## config.mk

```make
export PLATFORM = sky130hd
export DESIGN_NAME = sel_mux_pipe_flat
export DESIGN_NICKNAME = d
export VERILOG_FILES = /design/src/rtl/sel_mux_pipe_pkg.sv /design/src/rtl/sel_mux_pipe_if.sv /design/src/rtl/sel_mux_pipe_sat_counter.sv /design/src/rtl/sel_mux_pipe.sv /design/src/flat_wrapper.sv
export SDC_FILE = /design/constraint.sdc
export NUM_CORES = 1
export LEC_CHECK = 0
export ABC_CLOCK_PERIOD_IN_PS = 4400
export BUFFER_PORTS_ARGS = -buffer_cell sky130_fd_sc_hd__buf_2
export CAP_MARGIN = 20
export CORE_AREA = 2 2 39 41
export CTS_CLUSTER_SIZE = 30
export DETAILED_ROUTE_END_ITERATION = 10
export DIE_AREA = 0 0 41 43
export PLACE_DENSITY = 0.78
export SYNTH_ARGS = -nofsm -noshare
export SYNTH_HDL_FRONTEND = slang
export SYNTH_SLANG_ARGS = --single-unit
```

## constraint.sdc

```tcl
create_clock -name clk -period 4.4 [get_ports clk]
set_input_delay 0.44 -clock clk [delete_from_list [all_inputs] [get_ports clk]]
set_output_delay 0.44 -clock clk [all_outputs]
set_load 0.05 [all_outputs]
```

## src/rtl/sel_mux_pipe_pkg.sv

```systemverilog
// Shared types and helpers for the registered N-way select pipeline.
package sel_mux_pkg;

  typedef enum logic {
    ST_EMPTY = 1'b0,
    ST_FULL  = 1'b1
  } state_t;

  // All-ones ceiling; counters truncate it to their own width.
  localparam int unsigned MAX_CNT = 32'hFFFF_FFFF;

  function automatic int clog2(input int v);
    int r;
    r = 0;
    for (int i = 0; i < 31; i++) begin
      if ((1 << i) < v) r = i + 1;
    end
    return r;
  endfunction

endpackage

```

## src/rtl/sel_mux_pipe_if.sv

```systemverilog
// Ready/valid bus between the sources, the selector and its downstream consumer.
interface sel_mux_pipe_if #(
  parameter int WIDTH  = 2,
  parameter int NUM_IN = 3,
  parameter int SEL_W  = 2,
  parameter int CNT_W  = 8
);

  logic                    in_valid;
  logic                    in_ready;
  logic [SEL_W-1:0]        sel;
  logic [NUM_IN*WIDTH-1:0] data_in;
  logic                    out_valid;
  logic                    out_ready;
  logic [WIDTH-1:0]        data_out;
  logic                    sel_err;
  logic [CNT_W-1:0]        err_cnt;

  modport master (
    output in_valid, sel, data_in, out_ready,
    input  in_ready, out_valid, data_out, sel_err, err_cnt
  );

  modport slave (
    input  in_valid, sel, data_in, out_ready,
    output in_ready, out_valid, data_out, sel_err, err_cnt
  );

endinterface

```

## src/rtl/sel_mux_pipe_sat_counter.sv

```systemverilog
// Saturating up-counter: sticks at all-ones, cleared only by clr.
module sat_counter
  import sel_mux_pkg::*;
#(
  parameter int CNT_W = 8
) (
  input  logic             clk,
  input  logic             inc,
  input  logic             clr,
  output logic [CNT_W-1:0] cnt
);

  localparam logic [CNT_W-1:0] LIMIT = CNT_W'(MAX_CNT);

  logic [CNT_W-1:0] cnt_p1;

  always_ff @(posedge clk) begin
    if (clr) begin
      cnt_p1 <= '0;
    end else if (inc && (cnt_p1 != LIMIT)) begin
      cnt_p1 <= cnt_p1 + 1'b1;
    end
  end

  assign cnt = cnt_p1;

endmodule

```

## src/rtl/sel_mux_pipe.sv

```systemverilog
// Registered N-way selector with a one-entry ready/valid output stage; every
// select code, including out-of-range and unknown ones, yields a defined output.
module sel_mux_pipe
  import sel_mux_pkg::*;
#(
  parameter int               WIDTH       = 2,
  parameter int               NUM_IN      = 3,
  parameter int               SEL_W       = 2,
  parameter logic [WIDTH-1:0] DEFAULT_VAL = {WIDTH{1'b1}},
  parameter bit               HOLD_ON_ERR = 1'b0,
  parameter int               CNT_W       = 8
) (
  input logic           clk,
  input logic           rst,
  sel_mux_pipe_if.slave bus
);

  if (SEL_W < clog2(NUM_IN)) begin : g_sel_w_check
    $error("sel_mux_pipe: SEL_W too narrow for NUM_IN");
  end

  state_t           state_p1, state_nxt;
  logic             vld_p1;
  logic             in_ready;
  logic             accept;
  logic             sel_bad;
  logic [WIDTH-1:0] chan;
  logic [WIDTH-1:0] dec_data;
  logic [WIDTH-1:0] data_p1;
  logic             err_p1;
  logic [WIDTH-1:0] last_good_p1;

  // ---- stage 0: combinational decode of the incoming beat ----
  always_comb begin
    chan     = '0;
    sel_bad  = 1'b1;
    dec_data = DEFAULT_VAL;
    for (int k = 0; k < NUM_IN; k++) begin
      if (bus.sel == SEL_W'(k)) begin
        chan    = bus.data_in[k*WIDTH +: WIDTH];
        sel_bad = 1'b0;
      end
    end
`ifndef SYNTHESIS
    // An unknown select must never leak X into the datapath.
    if ($isunknown(bus.sel)) sel_bad = 1'b1;
`endif
    case (sel_bad)
      1'b0:    dec_data = chan;
      default: dec_data = HOLD_ON_ERR ? last_good_p1 : DEFAULT_VAL;
    endcase
  end

  assign accept = bus.in_valid & in_ready;

  always_ff @(posedge clk) begin
    if (rst) begin
      state_p1 <= ST_EMPTY;
    end else begin
      state_p1 <= state_nxt;
    end
  end

  always_comb begin
    state_nxt = state_p1;
    case (state_p1)
      ST_EMPTY: if (accept) state_nxt = ST_FULL;
      ST_FULL:  if (bus.out_ready && !bus.in_valid) state_nxt = ST_EMPTY;
      default:  state_nxt = ST_EMPTY;
    endcase
  end

  always_comb begin
    vld_p1   = (state_p1 == ST_FULL);
    in_ready = !vld_p1 || bus.out_ready;
  end

  // ---- stage 1: output register, loaded only on an accepted beat ----
  always_ff @(posedge clk) begin
    if (rst) begin
      data_p1      <= '0;
      err_p1       <= 1'b0;
      last_good_p1 <= '0;
    end else if (accept) begin
      data_p1 <= dec_data;
      err_p1  <= sel_bad;
      if (!sel_bad) last_good_p1 <= chan;
    end
  end

  sat_counter #(
    .CNT_W (CNT_W)
  ) u_err_cnt (
    .clk (clk),
    .inc (accept & sel_bad),
    .clr (rst),
    .cnt (bus.err_cnt)
  );

  assign bus.in_ready  = in_ready;
  assign bus.out_valid = vld_p1;
  assign bus.data_out  = data_p1;
  assign bus.sel_err   = err_p1;

endmodule

```

## src/flat_wrapper.sv

```systemverilog
// flat-port wrapper written by rule: the top's interface ports become plain ports
module sel_mux_pipe_flat import sel_mux_pkg::*;
#(
  parameter int               WIDTH       = 2,
  parameter int               NUM_IN      = 3,
  parameter int               SEL_W       = 2,
  parameter logic [WIDTH-1:0] DEFAULT_VAL = {WIDTH{1'b1}},
  parameter bit               HOLD_ON_ERR = 1'b0,
  parameter int               CNT_W       = 8
)
  (clk, rst, bus_in_valid, bus_sel, bus_data_in, bus_out_ready, bus_in_ready, bus_out_valid, bus_data_out, bus_sel_err, bus_err_cnt);
  sel_mux_pipe_if #(.WIDTH(WIDTH), .NUM_IN(NUM_IN), .SEL_W(SEL_W), .CNT_W(CNT_W)) bus_i ();
  input logic clk;
  input logic rst;
  input wire logic [$bits(bus_i.in_valid)-1:0] bus_in_valid;
  input wire logic [$bits(bus_i.sel)-1:0] bus_sel;
  input wire logic [$bits(bus_i.data_in)-1:0] bus_data_in;
  input wire logic [$bits(bus_i.out_ready)-1:0] bus_out_ready;
  output wire logic [$bits(bus_i.in_ready)-1:0] bus_in_ready;
  output wire logic [$bits(bus_i.out_valid)-1:0] bus_out_valid;
  output wire logic [$bits(bus_i.data_out)-1:0] bus_data_out;
  output wire logic [$bits(bus_i.sel_err)-1:0] bus_sel_err;
  output wire logic [$bits(bus_i.err_cnt)-1:0] bus_err_cnt;
  assign bus_i.in_valid = bus_in_valid;
  assign bus_i.sel = bus_sel;
  assign bus_i.data_in = bus_data_in;
  assign bus_i.out_ready = bus_out_ready;
  assign bus_in_ready = bus_i.in_ready;
  assign bus_out_valid = bus_i.out_valid;
  assign bus_data_out = bus_i.data_out;
  assign bus_sel_err = bus_i.sel_err;
  assign bus_err_cnt = bus_i.err_cnt;
  sel_mux_pipe #(.WIDTH(WIDTH), .NUM_IN(NUM_IN), .SEL_W(SEL_W), .DEFAULT_VAL(DEFAULT_VAL), .HOLD_ON_ERR(HOLD_ON_ERR), .CNT_W(CNT_W)) u_core (.clk(clk), .rst(rst), .bus(bus_i));
endmodule
```

==> results_dict.tcl, run 1 <==
set metrics [dict create \
    status "finished clean" \
    cts-root-buf "clkbuf_4" \
    firstDrtPassIters 3 \
    rows 14 \
    worstPathMaxFanout 5 \
    grt_pass1_wl_um 2190 \
    cp-start-kind "flop" \
    synthAdderAreaFrac 0.0199 \
    ys_async_sr_fraction 0 \
    hpwlAfterDp_um 982 \
    synth_area_leaders "dfxtp_1 38%, nand2_1 5.4%, a21oi_1 4.8%" \
    die_area_sq_mm 0.00176 \
    synthToLayoutAreaGrowth_pct 26.6 \
    cts.repair.resized 0 \
    gp_congestion 0.712 \
    synth.largest_area_cell "dfxtp_1" \
    crit_required_ns 3.96 \
    routed_wl_um 1270 \
    ys_seq_elements 12 \
    ctsHoldBuffers 0 \
    synth_most_common_cell "dfxtp_1" \
    nets 111 \
    leakagePower_nw 0.350 \
    die_w_um 41 \
    antenna_found_initial 0 \
    final.period_utilization 0.352 \
    syn_inst 71 \
    synth-xor-area-share 0 \
    synth.top_cell.area_share 0.382 \
    setup_violations 0 \
    setup_tns_ns 0 \
    grt_max_degree 12 \
    tightest_slew_ns 0.330 \
    crit_type "reg2out" \
    vdd_drop_max_v 0.000185 \
    synth_cell_type_count 33 \
    crit_arrival_ns 1.11 \
    fill_cells 136 \
    hold_viol_final 0 \
    synth_compound_area_frac 0.167 \
    period_needed_ns 1.55 \
    fmax_mhz 646 \
    cts_buffers 3 \
    synth_area_sq_um 629 \
    cts.sinks 12 \
    rsz0062_at_grt "no" \
    ys_seq_area_frac 0.382 \
    cts_tree "done" \
    synthMuxAreaShare 0.0477 \
    track_usage 0.183 \
    finish.instance_area_sq_um 797 \
    h-tree-depth 1 \
    p_per_area_mw_per_mm2 296 \
    drive_gt1_frac 0.351 \
    start_util 0.455 \
    hp-class "reg2reg" \
    die_y_um 43 \
    clock_path_buffers 2 \
    ys_warn_count 0 \
    end_kind "output port" \
    synth_edf_count 0 \
    num_antenna_cells 0 \
    grt-ovfl-total 0 \
    cap_viol_max_count 0 \
    detail-route-antenna-nets 0 \
    vias 612 \
    path_clk_slew_ns 0.08 \
    slew_headroom 0.779 \
    syn_area_per_cell_sq_um 8.86 \
    dr.first_iter.drc_count 10 \
    wl_per_cell_um 11.3 \
    clk_latency_ns 0.27 \
    maxSlewViolCount 0 \
    port_buffers 24 \
    post_dp_cell_area_sq_um 761 \
    synth-main-ff-cell "dfxtp_1" \
    synthSimpleGateAreaFrac 0.344 \
    num_io_pins 25 \
    drc 0 \
    grt_pass1_vias 545 \
    post_drt_via_cell_ratio 5.42 \
    syn_nets 84 \
    ys_top_cells_by_count "12 x dfxtp_1, 9 x nand2_1, 6 x a21oi_1, 5 x nor2_1, 5 x o21ai_0" \
    fin_skew_ns 0.00284 \
    synth_top_family_by_area "simple AND/OR/NAND/NOR gates" \
    coreArea_sq_mm 0.00138 \
    post-cts-setup-buffers 0 \
]
==> per-layer routing <==
layer	track usage	vias to the layer above	routed length, um
met2	0.288	21	603
li1	-	314	-
met1	0.215	277	585
met4	0.0800	0	0
met5	0	-	0
met3	0.0628	0	85
==> placed cells by master (no fill, tap or decap) <==
cell type	n
dfxtp_1	12
o31ai_1	1
a21oi_1	6
a31oi_1	1
or3_1	1
clkbuf_8	1
nand4_4	1
nand3_1	3
o221a_1	1
o21ai_0	5
buf_2	24
mux2i_1	3
nand2_1	9
clkbuf_4	3
nor4_1	1
nor3_4	1
o311ai_1	1
and4_1	1
nor3b_1	1
nor2_1	5
clkinv_4	1
nor3_1	2
and3b_1	1
o41ai_1	1
nor2b_4	1
ha_1	1
nand4_1	1
nand3_2	1
or4_1	1
or4b_1	1
and3_1	1
a211oi_1	1
nor3_2	1
inv_1	2
==> sequential cells by signal, indices dropped and copies added, names as in the netlist <==
name and count:
u_core.u_err_cnt.cnt 8, u_core.bus.data_out 2, u_core.bus.out_valid 1, u_core.bus.sel_err 1
==> cell type report <==
type	count	area, sq um	area share
Sequential cell	12	240	0.301
Clock buffer	4	36.3	0.0455
Tap cell	16	20.0	0.0251
Multi-Input combinational cell	54	364	0.457
Timing Repair Buffer	24	120	0.151
Inverter	3	16.3	0.0204
==> kinds of logic (layout without fill, tap and decap cells) <==
family	after synthesis	after routing
compound gates	17	17
fa+ha+maj	1	1
buf+inv	5	31
flops	12	12
mux	3	3
simple gates	33	33
==> power breakdown <==
| part | switching, W | internal, W |
|---|---|---|
| logic | 0.0000240 | 0.0000110 |
| clock network | 0.0000380 | 0.0000503 |
| registers | 0.00000150 | 0.000111 |
| total | 0.0000635 | 0.000173 |
==> worst max-delay path: stages (launching register included) <==
cell,delay [ns]
dfxtp_1,0.33
nor2b_4,0.20
clkinv_4,0.09
buf_2,0.21
==> path summary, 6_finish.rpt <==
| check | startpoint | end | cells after the start | slack (ns) |
|---|---|---|---|---|
| worst max-delay path | u_core.bus.out_valid | bus_in_ready | 3 | 2.85 |
| worst min-delay path | u_core.bus.sel_err | u_core.bus.sel_err | 2 | 0.45 |
| worst max register to register | u_core.u_err_cnt.cnt[1] | u_core.u_err_cnt.cnt[6] | 4 | 2.86 |
| worst min register to register | u_core.bus.sel_err | u_core.bus.sel_err | 2 | 0.45 |
==> per-stage QoR <==
stage / worst slack (ns) / cells / utilization / power, W / hold slack (ns)
final: 2.85 / 113 / 0.576 / 0.000236 / 0.454
after global routing: 2.76 / 113 / 0.576 / 0.000249 / 0.479
after CTS: 2.84 / 113 / 0.576 / 0.000241 / 0.457
after detailed placement: 2.82 / 109 / 0.550 / 0.000151 / 0.444
after global placement: 2.85 / 109 / 0.550 / 0.000150 / 0.442
after floorplan: 2.53 / 71 / - / 0.000139 / 0.561
No activity file was read; power rests on OpenSTA's default activity.
==> run 2, diff against run 1 <==
--- a/config.mk
+++ b/config.mk
@@ -5,14 +5,14 @@
 export SDC_FILE = /design/constraint.sdc
 export NUM_CORES = 1
 export LEC_CHECK = 0
-export ABC_CLOCK_PERIOD_IN_PS = 4400
+export ABC_CLOCK_PERIOD_IN_PS = 1600
 export BUFFER_PORTS_ARGS = -buffer_cell sky130_fd_sc_hd__buf_2
 export CAP_MARGIN = 20
-export CORE_AREA = 2 2 39 41
+export CORE_MARGIN = 2
+export CORE_UTILIZATION = 45
 export CTS_CLUSTER_SIZE = 30
 export DETAILED_ROUTE_END_ITERATION = 10
-export DIE_AREA = 0 0 41 43
-export PLACE_DENSITY = 0.78
+export PLACE_DENSITY = 0.75
 export SYNTH_ARGS = -nofsm -noshare
 export SYNTH_HDL_FRONTEND = slang
 export SYNTH_SLANG_ARGS = --single-unit
==> constraint.sdc (replaced) <==
create_clock -name clk -period 1.6 [get_ports clk]
set_input_delay 0.16 -clock clk [delete_from_list [all_inputs] [get_ports clk]]
set_output_delay 0.16 -clock clk [all_outputs]
set_load 0.05 [all_outputs]
==> run 2 against run 1 <==
  * Register-to-register slack worse by 2.8 ns
  * Sequential power grew to 2.8 times the previous value
  * Routed wire length is 6.6% higher
  * Critical path type is now reg2reg
==> results_dict.tcl, run 2 (synthesized netlist as in run 1, its figures left out) <==
set metrics [dict create \
    status "finished clean" \
    crit_arrival_ns 1.69 \
    cp_num_buf_inv 0 \
    final.period_utilization 0.950 \
    cts_buffers 3 \
    post-cts-setup-buffers 0 \
    ctsHoldBuffers 0 \
    path_clk_slew_ns 0.08 \
    cts.sinks 12 \
    synthToLayoutAreaGrowth_pct 27.8 \
    layout_commonest_cell "buf_2" \
    p_per_area_mw_per_mm2 809 \
    largest_reg_flops 8 \
    critPathSlowestCell "or4b_1" \
    timing.rr.end "u_core.u_err_cnt.cnt[6]" \
    vdd_drop_max_v 0.000507 \
    fin_skew_ns 0.00263 \
    tightest_slew_ns 0.332 \
    gp_congestion 0.712 \
    hpwlAfterDp_um 1050 \
    grt_pass1_vias 467 \
    hp-class "in2reg" \
    setup_violations 0 \
    num_antenna_cells 0 \
    grt_max_degree 12 \
    start_util 0.484 \
    crit_path_start "u_core.u_err_cnt.cnt[0]" \
    final_cells 112 \
    num_io_pins 25 \
    detail-route-antenna-nets 0 \
    finish.instance_area_sq_um 805 \
    vias 593 \
    cts.repair.resized 0 \
    hold_slack_ns 0.186 \
    antenna_found_initial 0 \
    regToRegStartpoint "u_core.u_err_cnt.cnt[0]" \
    cts-root-buf "clkbuf_4" \
    rsz0062_at_grt "no" \
    die_area_sq_mm 0.00171 \
    final_cell_mix "24 x buf_2, 9 x nand2_1, 7 x dfxtp_2, 6 x a21oi_1" \
    die_y_um 41.4 \
    worst-path-stages 4 \
    drc 0 \
    post_dp_cell_area_sq_um 768 \
    placed_cells 108 \
    end_kind "flop" \
    r2r_setup_slack_ns 0.08 \
    wl_per_cell_um 12.1 \
    crit_type "reg2reg" \
    rows 13 \
    post_drt_via_cell_ratio 5.29 \
    h-tree-depth 1 \
    grt_pass1_wl_um 1940 \
    cts_tree "done" \
    firstDrtPassIters 5 \
    fmax_mhz 658 \
    dr.first_iter.drc_count 27 \
    drive_gt1_frac 0.423 \
    cp-start-kind "flop" \
    worstPathMaxFanout 5 \
    slowest_delay_ns 0.49 \
    clk_latency_ns 0.27 \
    finish.utilization 0.618 \
    clock_path_buffers 2 \
    coreArea_sq_mm 0.00130 \
    nets 111 \
    crit_required_ns 1.77 \
    crit_path_end "u_core.u_err_cnt.cnt[6]" \
    cap_viol_max_count 0 \
    hold_viol_final 0 \
    routed_wl_um 1360 \
    crit_chain "ha_1 -> nand2_1 -> or4b_1 -> o221a_1" \
    port_buffers 24 \
    track_usage 0.183 \
    crit_family "simple AND/OR/NAND/NOR gates" \
    leakagePower_nw 0.353 \
    slew_headroom 0.777 \
    grt-ovfl-total 0 \
    die_w_um 41.4 \
    rr_worst_depth 4 \
    maxSlewViolCount 0 \
    period_needed_ns 1.52 \
]
==> run 2: changes by cell type in the layout (fill, tap and decap cells not counted) <==
| cell | previous run | this run |
|---|---|---|
| dfxtp_2 | 0 | 7 |
| dfxtp_1 | 12 | 5 |
==> run 2: where the power goes <==
part	internal (W)	switching, W	leakage [nW]
combinational	0.0000302	0.0000659	0.231
sequential	0.000307	0.00000426	0.101
clock	0.000138	0.000106	0.0210
==> run 2: area by class of cell <==
class | count | area [sq um]
fill | 122 | 497
multi-input combinational | 54 | 364
sequential | 12 | 249
timing repair buffer | 24 | 120
clock buffer | 4 | 36.3
tap | 15 | 18.8
inverter | 3 | 16.3
==> run 2: worst min-delay path by stage <==
stage / from / slack, ns / depth (start not counted) / endpoint
global placement: u_core.bus.data_out[1] / 0.44 / 2 / u_core.bus.data_out[1]
floorplan: bus_in_valid / 0.28 / 2 / u_core.bus.out_valid
detailed placement: u_core.bus.data_out[1] / 0.45 / 2 / u_core.bus.data_out[1]
finish: rst / 0.19 / 2 / u_core.u_err_cnt.cnt[4]
CTS: rst / 0.18 / 2 / u_core.u_err_cnt.cnt[4]
global route: rst / 0.20 / 2 / u_core.u_err_cnt.cnt[4]
==> run 2: layer usage <==
metal	global-route usage	share of wire	routed length [um]	vias up
met4	0.121	0.017	23	0
met3	0.0638	0.049	67	4
met2	0.242	0.44	603	15
li1	-	-	-	317
met5	0	0	0	-
met1	0.245	0.49	663	257
==> run 2: worst reg2reg max path, cell delays in order (launching register included) <==
cell	delay, ns
dfxtp_2	0.37
ha_1	0.19
nand2_1	0.14
or4b_1	0.50
o221a_1	0.23
==> run 2: metrics by stage <==
step                worst slack (ns)  power, W  setup TNS, ns
global placement               0.154  0.000414              0
global route                  0.0146  0.000684              0
finish                        0.0794  0.000651              0
floorplan                    -0.0576  0.000384        -0.0576
CTS                           0.0878  0.000657              0
detailed placement             0.108  0.000414              0
==> run 3, diff against run 2 <==
--- a/config.mk
+++ b/config.mk
@@ -13,6 +13,7 @@
 export CTS_CLUSTER_SIZE = 30
 export DETAILED_ROUTE_END_ITERATION = 10
 export PLACE_DENSITY = 0.75
+export RECOVER_POWER = 50
 export SYNTH_ARGS = -nofsm -noshare
 export SYNTH_HDL_FRONTEND = slang
 export SYNTH_SLANG_ARGS = --single-unit
==> run 3 against run 2 <==
  * Worst setup slack improved by 0.0070 ns
  * Hold slack gained 0.0053 ns
  * Die area stayed put
  * Largest cell class unchanged
==> results_dict.tcl, run 3 (synthesized netlist as in run 1, its figures left out) <==
set metrics [dict create \
    status "finished clean" \
    grt_max_degree 12 \
    finish.instance_area_sq_um 786 \
    crit_path_start "u_core.u_err_cnt.cnt[0]" \
    p_per_area_mw_per_mm2 820 \
    wl_per_cell_um 12.1 \
    port_buffers 24 \
    clk_latency_ns 0.27 \
    setup_violations 0 \
    finish.utilization 0.604 \
    cts_tree "done" \
    worstPathMaxFanout 5 \
    crit_required_ns 1.77 \
    die_w_um 41.4 \
    p_switching_w 0.000173 \
    placed_cells 108 \
    cap_viol_max_count 0 \
    fmax_mhz 661 \
    hold_path.startpoint "rst" \
    synthToLayoutAreaGrowth_pct 24.9 \
    p_int_w 0.000471 \
    firstDrtPassIters 4 \
    final_cell_mix "16 x buf_2, 9 x nand2_1, 8 x clkbuf_1" \
    end_kind "flop" \
    cts.repair.resized 0 \
    track_usage 0.183 \
    die_area_sq_mm 0.00171 \
    path_clk_slew_ns 0.08 \
    antenna_found_initial 0 \
    drive_gt1_frac 0.320 \
    ctsHoldBuffers 0 \
    tightest_slew_ns 0.597 \
    crit_arrival_ns 1.68 \
    post_dp_cell_area_sq_um 768 \
    period_needed_ns 1.51 \
    gp_congestion 0.712 \
    final.period_utilization 0.946 \
    detail-route-antenna-nets 0 \
    cts.sinks 12 \
    drc 0 \
    hpwlAfterDp_um 1050 \
    grt_pass1_wl_um 1940 \
    h-tree-depth 1 \
    coreArea_sq_mm 0.00130 \
    vdd_drop_max_v 0.000507 \
    grt_pass1_vias 467 \
    start_util 0.484 \
    p_comb_frac 0.142 \
    clock_path_buffers 2 \
    final_cells 112 \
    vias 595 \
    rsz0062_at_grt "no" \
    num_io_pins 25 \
    routed_wl_um 1360 \
    post-cts-setup-buffers 0 \
    leakagePower_nw 0.317 \
    crit_type "reg2reg" \
    post_drt_via_cell_ratio 5.31 \
    cp-start-kind "flop" \
    die_y_um 41.4 \
    cts_buffers 3 \
    rows 13 \
    p_sw_frac 0.269 \
    nets 111 \
    largest_reg_flops 8 \
    slew_headroom 0.604 \
    regToRegStartpoint "u_core.u_err_cnt.cnt[0]" \
    num_antenna_cells 0 \
    fin_skew_ns 0.00215 \
    layout_commonest_cell "buf_2" \
    maxSlewViolCount 0 \
    cts-root-buf "clkbuf_4" \
    hold_viol_final 0 \
    grt-ovfl-total 0 \
    clkPwrFrac 0.375 \
    seqPwrFrac 0.482 \
    hold_slack_ns 0.192 \
    hp-class "in2reg" \
    dr.first_iter.drc_count 28 \
]
run 3: changes by cell type in the layout (fill, tap and decap cells not counted), sizes merged:
cell and delta:
clkbuf +8, buf -8
run 3: power by group through the flow:
stage	Clock [W]	Sequential, W	Combinational [W]
after floorplan	0	0.000345	0.0000391
after global placement	0	0.000317	0.0000963
after detailed placement	0	0.000318	0.0000964
after CTS	0.000250	0.000311	0.0000967
after global routing	0.000266	0.000312	0.000101
final	0.000242	0.000311	0.0000918
run 3: final timing paths:
path                             end  slack [ns]  cells after the start
max          u_core.u_err_cnt.cnt[6]        0.09                      4
min          u_core.u_err_cnt.cnt[4]        0.19                      2
max reg2reg  u_core.u_err_cnt.cnt[6]        0.09                      4
min reg2reg   u_core.bus.data_out[1]        0.46                      2
run 3: worst max-delay path: stages (launching register included):
cell and delay, ns:
dfxtp_2 0.36, ha_1 0.19, nand2_1 0.13, or4b_1 0.49, o221a_1 0.23
run 3: routing by layer:
| metal | track usage | vias up | wire length (um) |
|---|---|---|---|
| li1 | - | 318 | - |
| met1 | 0.245 | 259 | 654 |
| met2 | 0.242 | 16 | 618 |
| met5 | 0 | - | 0 |
| met3 | 0.0638 | 2 | 70 |
| met4 | 0.121 | 0 | 12 |
run 3: area by class of cell:
type	count	area, sq um
Sequential cell	12	248
Fill cell	126	515
Tap cell	15	18.8
Multi-Input combinational cell	54	357
Timing Repair Buffer	24	110
Inverter	3	16.3
Clock buffer	4	36.3
run 3: per-stage QoR:
| step | total power, W | worst slack [ns] | TNS (ns) |
|---|---|---|---|
| after CTS | 0.000657 | 0.0878 | 0 |
| after global placement | 0.000414 | 0.154 | 0 |
| final | 0.000644 | 0.0863 | 0 |
| after global routing | 0.000679 | 0.0134 | 0 |
| after floorplan | 0.000384 | -0.0576 | -0.0576 |
| after detailed placement | 0.000414 | 0.108 | 0 |
